`src/rtl/dm_pkg.sv`:
```
// rtl/dm_pkg.sv - shared constants, funct3 codes and FSM state encoding for the data-memory access controller
package dm_pkg;

  localparam int DATA_W = 32;

  localparam logic [2:0] F3_B  = 3'b000;
  localparam logic [2:0] F3_H  = 3'b001;
  localparam logic [2:0] F3_W  = 3'b010;
  localparam logic [2:0] F3_BU = 3'b100;
  localparam logic [2:0] F3_HU = 3'b101;

  // funct3[1:0] doubles as the access size code
  localparam logic [1:0] SZ_B = 2'b00;
  localparam logic [1:0] SZ_H = 2'b01;
  localparam logic [1:0] SZ_W = 2'b10;

  typedef enum logic [1:0] {
    IDLE  = 2'd0,
    READ  = 2'd1,
    WRITE = 2'd2,
    RESP  = 2'd3
  } dm_state_t;

  // Only the five RV32I load/store widths are legal; 011, 110 and 111 are rejected.
  function automatic logic f3_supported(input logic [2:0] f3);
    logic ok;
    ok = 1'b0;
    case (f3)
      F3_B, F3_H, F3_W, F3_BU, F3_HU: ok = 1'b1;
      default:                        ok = 1'b0;
    endcase
    return ok;
  endfunction

endpackage

```
`src/rtl/dm_byte_lane.sv`:
```
// rtl/dm_byte_lane.sv - combinational store-merge and load-extract for byte/halfword lanes
module dm_byte_lane
  import dm_pkg::*;
(
  input  logic [DATA_W-1:0] word,
  input  logic [DATA_W-1:0] wdata,
  input  logic [1:0]        lane,
  input  logic [1:0]        size,
  input  logic [2:0]        funct3,
  output logic [DATA_W-1:0] merged,
  output logic [DATA_W-1:0] extracted
);

  logic [4:0] byte_base;
  logic [4:0] half_base;
  logic [7:0] byte_val;
  logic [15:0] half_val;

  // Bit offsets of the addressed byte lane and halfword lane within the word.
  assign byte_base = {lane, 3'b000};
  assign half_base = {lane[1], 4'b0000};
  assign byte_val  = word[byte_base +: 8];
  assign half_val  = word[half_base +: 16];

  // Store merge: replace only the addressed lane of the previously read word.
  always_comb begin
    merged = word;
    case (size)
      SZ_B:    merged[byte_base +: 8]  = wdata[7:0];
      SZ_H:    merged[half_base +: 16] = wdata[15:0];
      default: merged = wdata;
    endcase
  end

  // Load extract: pick the lane and sign- or zero-extend it to the full word.
  always_comb begin
    extracted = word;
    case (funct3)
      F3_B:    extracted = {{24{byte_val[7]}}, byte_val};
      F3_BU:   extracted = {24'd0, byte_val};
      F3_H:    extracted = {{16{half_val[15]}}, half_val};
      F3_HU:   extracted = {16'd0, half_val};
      default: extracted = word;
    endcase
  end

endmodule

```
`src/rtl/dm_access_ctrl.sv`:
```
// rtl/dm_access_ctrl.sv - RV32I load/store initiator for a word-addressed RAM; build option DM_MISALIGN_TRAP_EN
module dm_access_ctrl
  import dm_pkg::*;
#(
  parameter int ADDR_W = 6
) (
  input  logic              clk_dm,
  input  logic              rst_dm,
  input  logic              req_valid,
  output logic              req_ready,
  input  logic              req_we,
  input  logic [2:0]        req_funct3,
  input  logic [31:0]       req_addr,
  input  logic [DATA_W-1:0] req_wdata,
  output logic              rsp_valid,
  output logic [DATA_W-1:0] rsp_rdata,
  output logic              rsp_err,
  output logic              Men_Write,
  output logic [ADDR_W-1:0] DM_Addr,
  input  logic [DATA_W-1:0] M_R_Data,
  output logic [DATA_W-1:0] M_W_Data
);

  dm_state_t         state;
  dm_state_t         state_nxt;

  logic [ADDR_W-1:0] dm_addr_q;
  logic [1:0]        lane_q;
  logic              we_q;
  logic [2:0]        f3_q;
  logic [DATA_W-1:0] wdata_q;
  logic [DATA_W-1:0] rword_q;
  logic              err_q;

  logic              accept;
  logic              out_of_range;
  logic              unsupported;
  logic              req_bad;
  logic [1:0]        eff_lo;
  logic [DATA_W-1:0] merged;
  logic [DATA_W-1:0] extracted;

  assign accept       = (state == IDLE) && req_valid;
  assign out_of_range = |req_addr[31:ADDR_W+2];
  assign unsupported  = !f3_supported(req_funct3);

  // Low address bits after forcing natural alignment; a legal aligned access is unchanged.
  always_comb begin
    eff_lo = req_addr[1:0];
    case (req_funct3[1:0])
      SZ_H:    eff_lo = {req_addr[1], 1'b0};
      SZ_W:    eff_lo = 2'b00;
      default: eff_lo = req_addr[1:0];
    endcase
  end

`ifdef DM_MISALIGN_TRAP_EN
  logic misaligned;

  // Misaligned halfword/word accesses are reported as errors instead of being aligned.
  always_comb begin
    misaligned = 1'b0;
    case (req_funct3[1:0])
      SZ_H:    misaligned = req_addr[0];
      SZ_W:    misaligned = |req_addr[1:0];
      default: misaligned = 1'b0;
    endcase
  end

  assign req_bad = out_of_range || unsupported || misaligned;
`else
  assign req_bad = out_of_range || unsupported;
`endif

  // State register; reset aborts any access in flight.
  always_ff @(posedge clk_dm or posedge rst_dm) begin
    if (rst_dm) begin
      state <= IDLE;
    end else begin
      state <= state_nxt;
    end
  end

  // Request capture at accept and RAM word capture in READ.
  always_ff @(posedge clk_dm or posedge rst_dm) begin
    if (rst_dm) begin
      dm_addr_q <= '0;
      lane_q    <= 2'b00;
      we_q      <= 1'b0;
      f3_q      <= 3'b000;
      wdata_q   <= '0;
      rword_q   <= '0;
      err_q     <= 1'b0;
    end else begin
      if (accept) begin
        lane_q  <= eff_lo;
        we_q    <= req_we;
        f3_q    <= req_funct3;
        wdata_q <= req_wdata;
        err_q   <= req_bad;
        // Rejected requests never touch the RAM, so the address port keeps its old value.
        if (!req_bad) begin
          dm_addr_q <= req_addr[ADDR_W+1:2];
        end
      end
      if (state == READ) begin
        rword_q <= M_R_Data;
      end
    end
  end

  // Next-state logic and the handshake/RAM strobes, all decoded from the current state.
  always_comb begin
    state_nxt = state;
    req_ready = 1'b0;
    rsp_valid = 1'b0;
    Men_Write = 1'b0;
    case (state)
      IDLE: begin
        req_ready = 1'b1;
        if (req_valid) begin
          if (req_bad) begin
            state_nxt = RESP;
          end else if (req_we && (req_funct3[1:0] == SZ_W)) begin
            state_nxt = WRITE;
          end else begin
            state_nxt = READ;
          end
        end
      end
      READ: begin
        state_nxt = we_q ? WRITE : RESP;
      end
      WRITE: begin
        Men_Write = 1'b1;
        state_nxt = RESP;
      end
      RESP: begin
        rsp_valid = 1'b1;
        state_nxt = IDLE;
      end
      default: begin
        state_nxt = IDLE;
      end
    endcase
  end

  dm_byte_lane u_byte_lane (
    .word      (rword_q),
    .wdata     (wdata_q),
    .lane      (lane_q),
    .size      (f3_q[1:0]),
    .funct3    (f3_q),
    .merged    (merged),
    .extracted (extracted)
  );

  // Data outputs are zero outside the cycle in which they are meaningful.
  always_comb begin
    M_W_Data  = '0;
    rsp_rdata = '0;
    rsp_err   = 1'b0;
    if (state == WRITE) begin
      M_W_Data = merged;
    end
    if (state == RESP) begin
      rsp_err = err_q;
      if (!we_q && !err_q) begin
        rsp_rdata = extracted;
      end
    end
  end

  assign DM_Addr = dm_addr_q;

endmodule
```
`config.mk`:
```
export PLATFORM = sky130hd
export DESIGN_NAME = dm_access_ctrl
export DESIGN_NICKNAME = d
export VERILOG_FILES = /design/src/rtl/dm_pkg.sv /design/src/rtl/dm_byte_lane.sv /design/src/rtl/dm_access_ctrl.sv
export SDC_FILE = /design/constraint.sdc
export NUM_CORES = 1
export LEC_CHECK = 0
export BUFFER_PORTS_ARGS = -buffer_cell sky130_fd_sc_hd__buf_2
export CAP_MARGIN = 10
export CORE_ASPECT_RATIO = 1.75
export CORE_MARGIN = 1
export CORE_UTILIZATION = 45
export DETAILED_ROUTE_END_ITERATION = 10
export GPL_ROUTABILITY_DRIVEN = 0
export HOLD_SLACK_MARGIN = 0.1
export PLACE_DENSITY = 0.71
export SETUP_SLACK_MARGIN = 0.3
export SYNTH_ARGS = -nofsm -noshare
export SYNTH_HDL_FRONTEND = slang
export SYNTH_HIERARCHICAL = 1
export SYNTH_SLANG_ARGS = --single-unit
```
`constraint.sdc`:
```
create_clock -name clk_dm -period 3.29 [get_ports clk_dm]
set_input_delay 0.329 -clock clk_dm [delete_from_list [all_inputs] [get_ports clk_dm]]
set_output_delay 0.329 -clock clk_dm [all_outputs]
set_load 0.05 [all_outputs]
```
After elaboration in Yosys (flattened, before gate mapping)
Index checks and enable logic that the tools add are counted.
- bits in registers: 79
- input bits: 103
- output and inout bits: 74
- word-level logic and storage cells: 63
- $add $sub $neg: 2
- equality and inequality tests: 14
- shift operators: 6
- mux-type cells: 18
- bitwise logic cells: 1
- reduce and logical (&&, ||, !) cells: 14
- operators by type and width (operator ; count):
    case mux 32 bit (4 select lines) ; 1
    2-to-1 mux 32 bit ; 3
    bitwise mux 32 bit ; 2
    case mux 32 bit (2 select lines) ; 1
    variable shift 16 x 7 -> 32 bit (first input constant) ; 1
    variable shift 8 x 7 -> 32 bit (first input constant) ; 1
    indexed part select 16 x 7 -> 32 bit ; 1
    indexed part select 32 x 6 -> 16 bit ; 1
    indexed part select 32 x 6 -> 8 bit ; 1
    indexed part select 8 x 7 -> 32 bit ; 1
    OR reduction 24 bit ; 1
    negator 5 -> 7 bit ; 2
    equality test 3 bit (second input constant) ; 4
    case mux 2 bit (4 select lines) ; 1
    equality test 2 x 1 -> 1 bit (second input constant) ; 3
    equality test 2 bit (second input constant) ; 3
    equality test 3 x 1 -> 1 bit (second input constant) ; 2
    zero test 3 bit ; 2
    2-to-1 mux 1 bit ; 6
    2-to-1 mux 2 bit ; 3
    OR reduction 5 bit ; 1
    zero test 2 bit ; 2
    case mux 2 bit (2 select lines) ; 1
    equality test 3 x 2 -> 1 bit (second input constant) ; 1
    other kinds (6) ; 10

Depth between registers and ports, before layout
- depth after elaboration: 8
- gate-level depth with buffers: 9
- mapped depth without buffers: 6

Hierarchy
Netlist, hierarchy kept.
- by module, submodules not included (module ; times used ; cells each ; area an instance (sq um) ; seq. area each (sq um)):
    dm_access_ctrl ; 1 ; 279 ; 3557.2 ; 1976.9
    dm_byte_lane ; 1 ; 261 ; 1778.0 ; 0.0

Worst setup path after synthesis
No wires, ideal clock.
- path kind: flip-flop to output port
- start: register lane_q[1]
- end: output port M_W_Data[24]
- data arrival time: 2297 ps
- required time: 2961 ps
- setup slack: 664 ps
- stages on the path, launching flop included: 10
- cell sequence: dfrtp_1 > buf_6 > buf_2 > inv_2 > ha_1 > nor4bb_1 > clkbuf_1 > a21oi_1 > o221ai_1 > and2_1
- longest elaborated chain between the ends: 5
- elaborated cells between the ends (all ways): 10
- RTL lines (item ; line ; RTL):
    from (decl) ; dm_access_ctrl.sv:28 ; logic [1:0] lane_q;
    from (signal assigned) ; dm_access_ctrl.sv:96 ; lane_q <= eff_lo;
    negator 5 -> 7 bit (on tied branches) ; dm_byte_lane.sv:30, dm_byte_lane.sv:29 ;
    indexed part select 16 x 7 -> 32 bit, or another cell as far along ; dm_byte_lane.sv:30 ; SZ_H: merged[half_base +: 16] = wdata[15:0];
    bitwise mux 32 bit (on tied branches) ; dm_byte_lane.sv:30, dm_byte_lane.sv:29 ;
    case mux 32 bit (2 select lines) * ; dm_byte_lane.sv:28 ; case (size)
    net merged[24] ; dm_access_ctrl.sv:40 ; logic [DATA_W-1:0] merged;
    2-to-1 mux 32 bit * ; dm_access_ctrl.sv:163 ; if (state == WRITE) begin
    to (decl) ; dm_access_ctrl.sv:21 ; output logic [DATA_W-1:0] M_W_Data
Mark *: on every way through the listed nets, which the timed path passes. The rest lies on a longest branch.

Final worst setup path
- start: register lane_q[1]
- end: output port M_W_Data[19]
Same word-level chain as after synthesis.

==> results.md <==
- Max-cap viol count: 0
- Hold_buf cts: 0
- Seq/Total Area, Yosys: 0.371
- Reg2Reg Depth: 6
- Starting Density: 0.461
- Failing checks: DRC
- CP Data Required Time: slightly below 3 ns
- CP cell instances: buf_4 > ha_2 > nor4bb_1 > buf_4 > a21oi_1 > o221ai_1 > and2_1 > buf_2
- CP max stage cell: dfrtp_2
- Post-synthesis area per instance: 9.88 um2
- Synth warnings: 6
- Reg2reg start: state[0]$_DFFE_PP0P_
- Crit-path most repeated cell: buf_4
- RSZ-0062 raised after global routing: true
- Clock Latency Late Sink: 0.34 ns
- Routed WL per cell: 18.8 um
- Nets@finish: 818
- 1st-pass router iterations: 8
- DR DRC count: 14
- Most frequent cells in the layout: buf_2 (172), mux2_2 (79), dfrtp_1 (76), and2_1 (66), a21oi_1 (35)
- All-layer global routing usage: 0.261
- Worst-path clk slew: about 0.060 ns
- Clock skew: 0.00507 ns
- Outcome: complete, but fails checks
- Busiest grt layer: met2
- First-pass GRT wire length: 25.1 mm
- DIE AREA: 12300 um2
- Via-to-Cell Ratio: 5.76
- Worst IR Drop VDD: 0.000567 V
- TritonCTS buffer count: 9
- DR vias: slightly below 5000
- Crit path capture: M_W_Data[19]
- Clk root buf: clkbuf_16
- Achievable Freq: 347 MHz
- Synthesized cell area: 5340 um2
- Core Util, Final: 0.578
- DR iter-0 viols: ~320
- Ys flop type: dfrtp_1
- Critical path origin: lane_q[1]$_DFFE_PP0P_
- Max-Slew Margin vs Limit: 0.405
- Largest net degree at the start of global routing: 51
- Mapped Cells: 540
- Met2 GRT Util: 0.464
- Max stage delay on crit path: 0.45 ns
- Setup TNS: 0 ns
- Worst slew pin tran: 0.892 ns
- Power per cell area: 1110 nW/um2
- Commonest non-fill, non-tap cell in the layout: buf_2
- Hold Vio Cnt, Final: 0
- Total gr overflow: 0
- Flop-to-flop setup slack: approximately 1.1 ns
- Clock buffer depth: 2
- Ant. Diodes: 0
- Worst path top cell family by delay: buffers and inverters
- Critical path class: reg2out
- Chip Width: between 80 and 90 um
- Port Buf Inserts: 176
- Count of final setup violators: 0
- Crit Path Max Fanout: 13
- IO Count: 177
- CP arrival: 2.55 ns
- Leakage: 3.22 nW
- Worst Hold Class: in2async
- Clock Sink Count: slightly below 80
- Critical path buffers and inverters: 3
- Std-Cell Rows: 52
- Final setup margin: between 0.4 and 0.5 ns
- Crit share post-route: 0.875
- Slew Viols, Final: 0
- M3 GR Usage: 0.0458
- Syn_nets: around 660
- Minimum clock period: 2.88 ns
- Yosys reg bits: 79
- Vias in the first global route: about 5000
- Core area: 11600 um2
- Ys async rst share: 1.00
- CTS tree: yes
- WL final: 15.8 mm
- RR Endpoint: DM_Addr[5]$_DFFE_PP0P_
- Critical path capture point type: output port
- Antenna violations before repair: 0
- Height of the die: between 100 and 150 um
- DP HPWL: 12.3 mm
- Crit path launch type: flop
- H-tree depth: 3
- GR Util met1: 0.288
- ANT nets after route: 0
- Placement Setup Slack: around 0.44 ns
- Area delta synth->final: 25.5%
- Cell variety after synth: 47
- CP Depth: 8
- Ratio of cells with drive above 1 in the final layout: 0.431
- EDFF count, synth: 0
==> cell usage after synthesis (7+ instances only) <==
cell type | count | area share
mux2_2 | 79 | 0.17
dfrtp_1 | 79 | 0.37
buf_1 | 7 | 0.0049
nor3_1 | 10 | 0.0094
a221o_1 | 15 | 0.028
nand2_1 | 32 | 0.023
buf_2 | 12 | 0.011
mux2i_1 | 19 | 0.036
and2_1 | 66 | 0.077
o21ai_0 | 23 | 0.022
ha_1 | 12 | 0.028
a22o_1 | 14 | 0.023
nor2_1 | 7 | 0.0049
o221ai_1 | 21 | 0.034
nor2b_1 | 25 | 0.029
a21oi_1 | 35 | 0.033
clkbuf_1 | 18 | 0.013
inv_1 | 22 | 0.015
==> per-layer routing <==
layer | vias to the layer above | wire, um
met4 | 0 | 784
met5 | - | 0
met2 | 183 | 8210
li1 | 2277 | -
met1 | 2359 | 6020
met3 | 37 | 809
==> where the power goes <==
part | internal [mW] | switching [mW]
clock network | 0.685 | 0.395
registers | 1.43 | 0.744
logic | 1.79 | 2.39
total | 3.91 | 3.53
==> layout make-up <==
cell class | count | area [um2]
clock buffers | 11 | 243
clock inverters | 5 | 81.3
fillers | 1043 | 4890
inverters | 23 | 86.3
multi-input cells | 399 | 3120
flip-flops and latches | 79 | 1980
well taps | 135 | 169
repair buffers | 191 | 1020
==> worst min path at each step <==
stage	end	slack (ns)	cells after the start	startpoint
detailed placement	err_q$_DFFE_PP0P_	0.49	2	rst_dm
CTS	err_q$_DFFE_PP0P_	0.13	2	rst_dm
finish	we_q$_DFFE_PP0P_	0.11	2	rst_dm
global placement	err_q$_DFFE_PP0P_	0.47	2	rst_dm
global route	rword_q[27]$_DFFE_PP0N_	0.16	2	rst_dm
floorplan	state[0]$_DFFE_PP0P_	0.43	1	req_we
==> per-stage QoR <==
step           std cells  hold WS (ns)  total power, mW  instance area [um2]
2_1_floorplan        540         0.430             5.21                 5340
3_3_place_gp         825         0.473             6.15                 6330
3_5_place_dp         825         0.493             6.26                 6330
4_1_cts              841         0.126             7.38                 6670
5_1_grt              843         0.159             7.86                 6700
6_report             843         0.106             7.44                 6700
==> cell families after synthesis <==
logic type,Yosys count,synth area share
AOI/OAI and AO/OA,124,0.165
adders and majority gates,12,0.0281
buffers and inverters,62,0.0485
DFF,79,0.371
muxes,99,0.207
and+or+nand+nor,164,0.182
==> state kept, by name (all words and copies together) (netlist names) <==
| name | cells |
|---|---|
| rword_q | 32 |
| wdata_q | 32 |
| DM_Addr | 6 |
| f3_q | 3 |
| lane_q | 2 |
| state | 2 |
| err_q | 1 |
| we_q | 1 |
==> what timing repair did <==
item / CTS / global route
buffers inserted: 0 / 2
endpoints found under the setup margin: 32 / 17
resized for setup: 4 / 7
No activity file was read; power rests on OpenSTA's default activity.
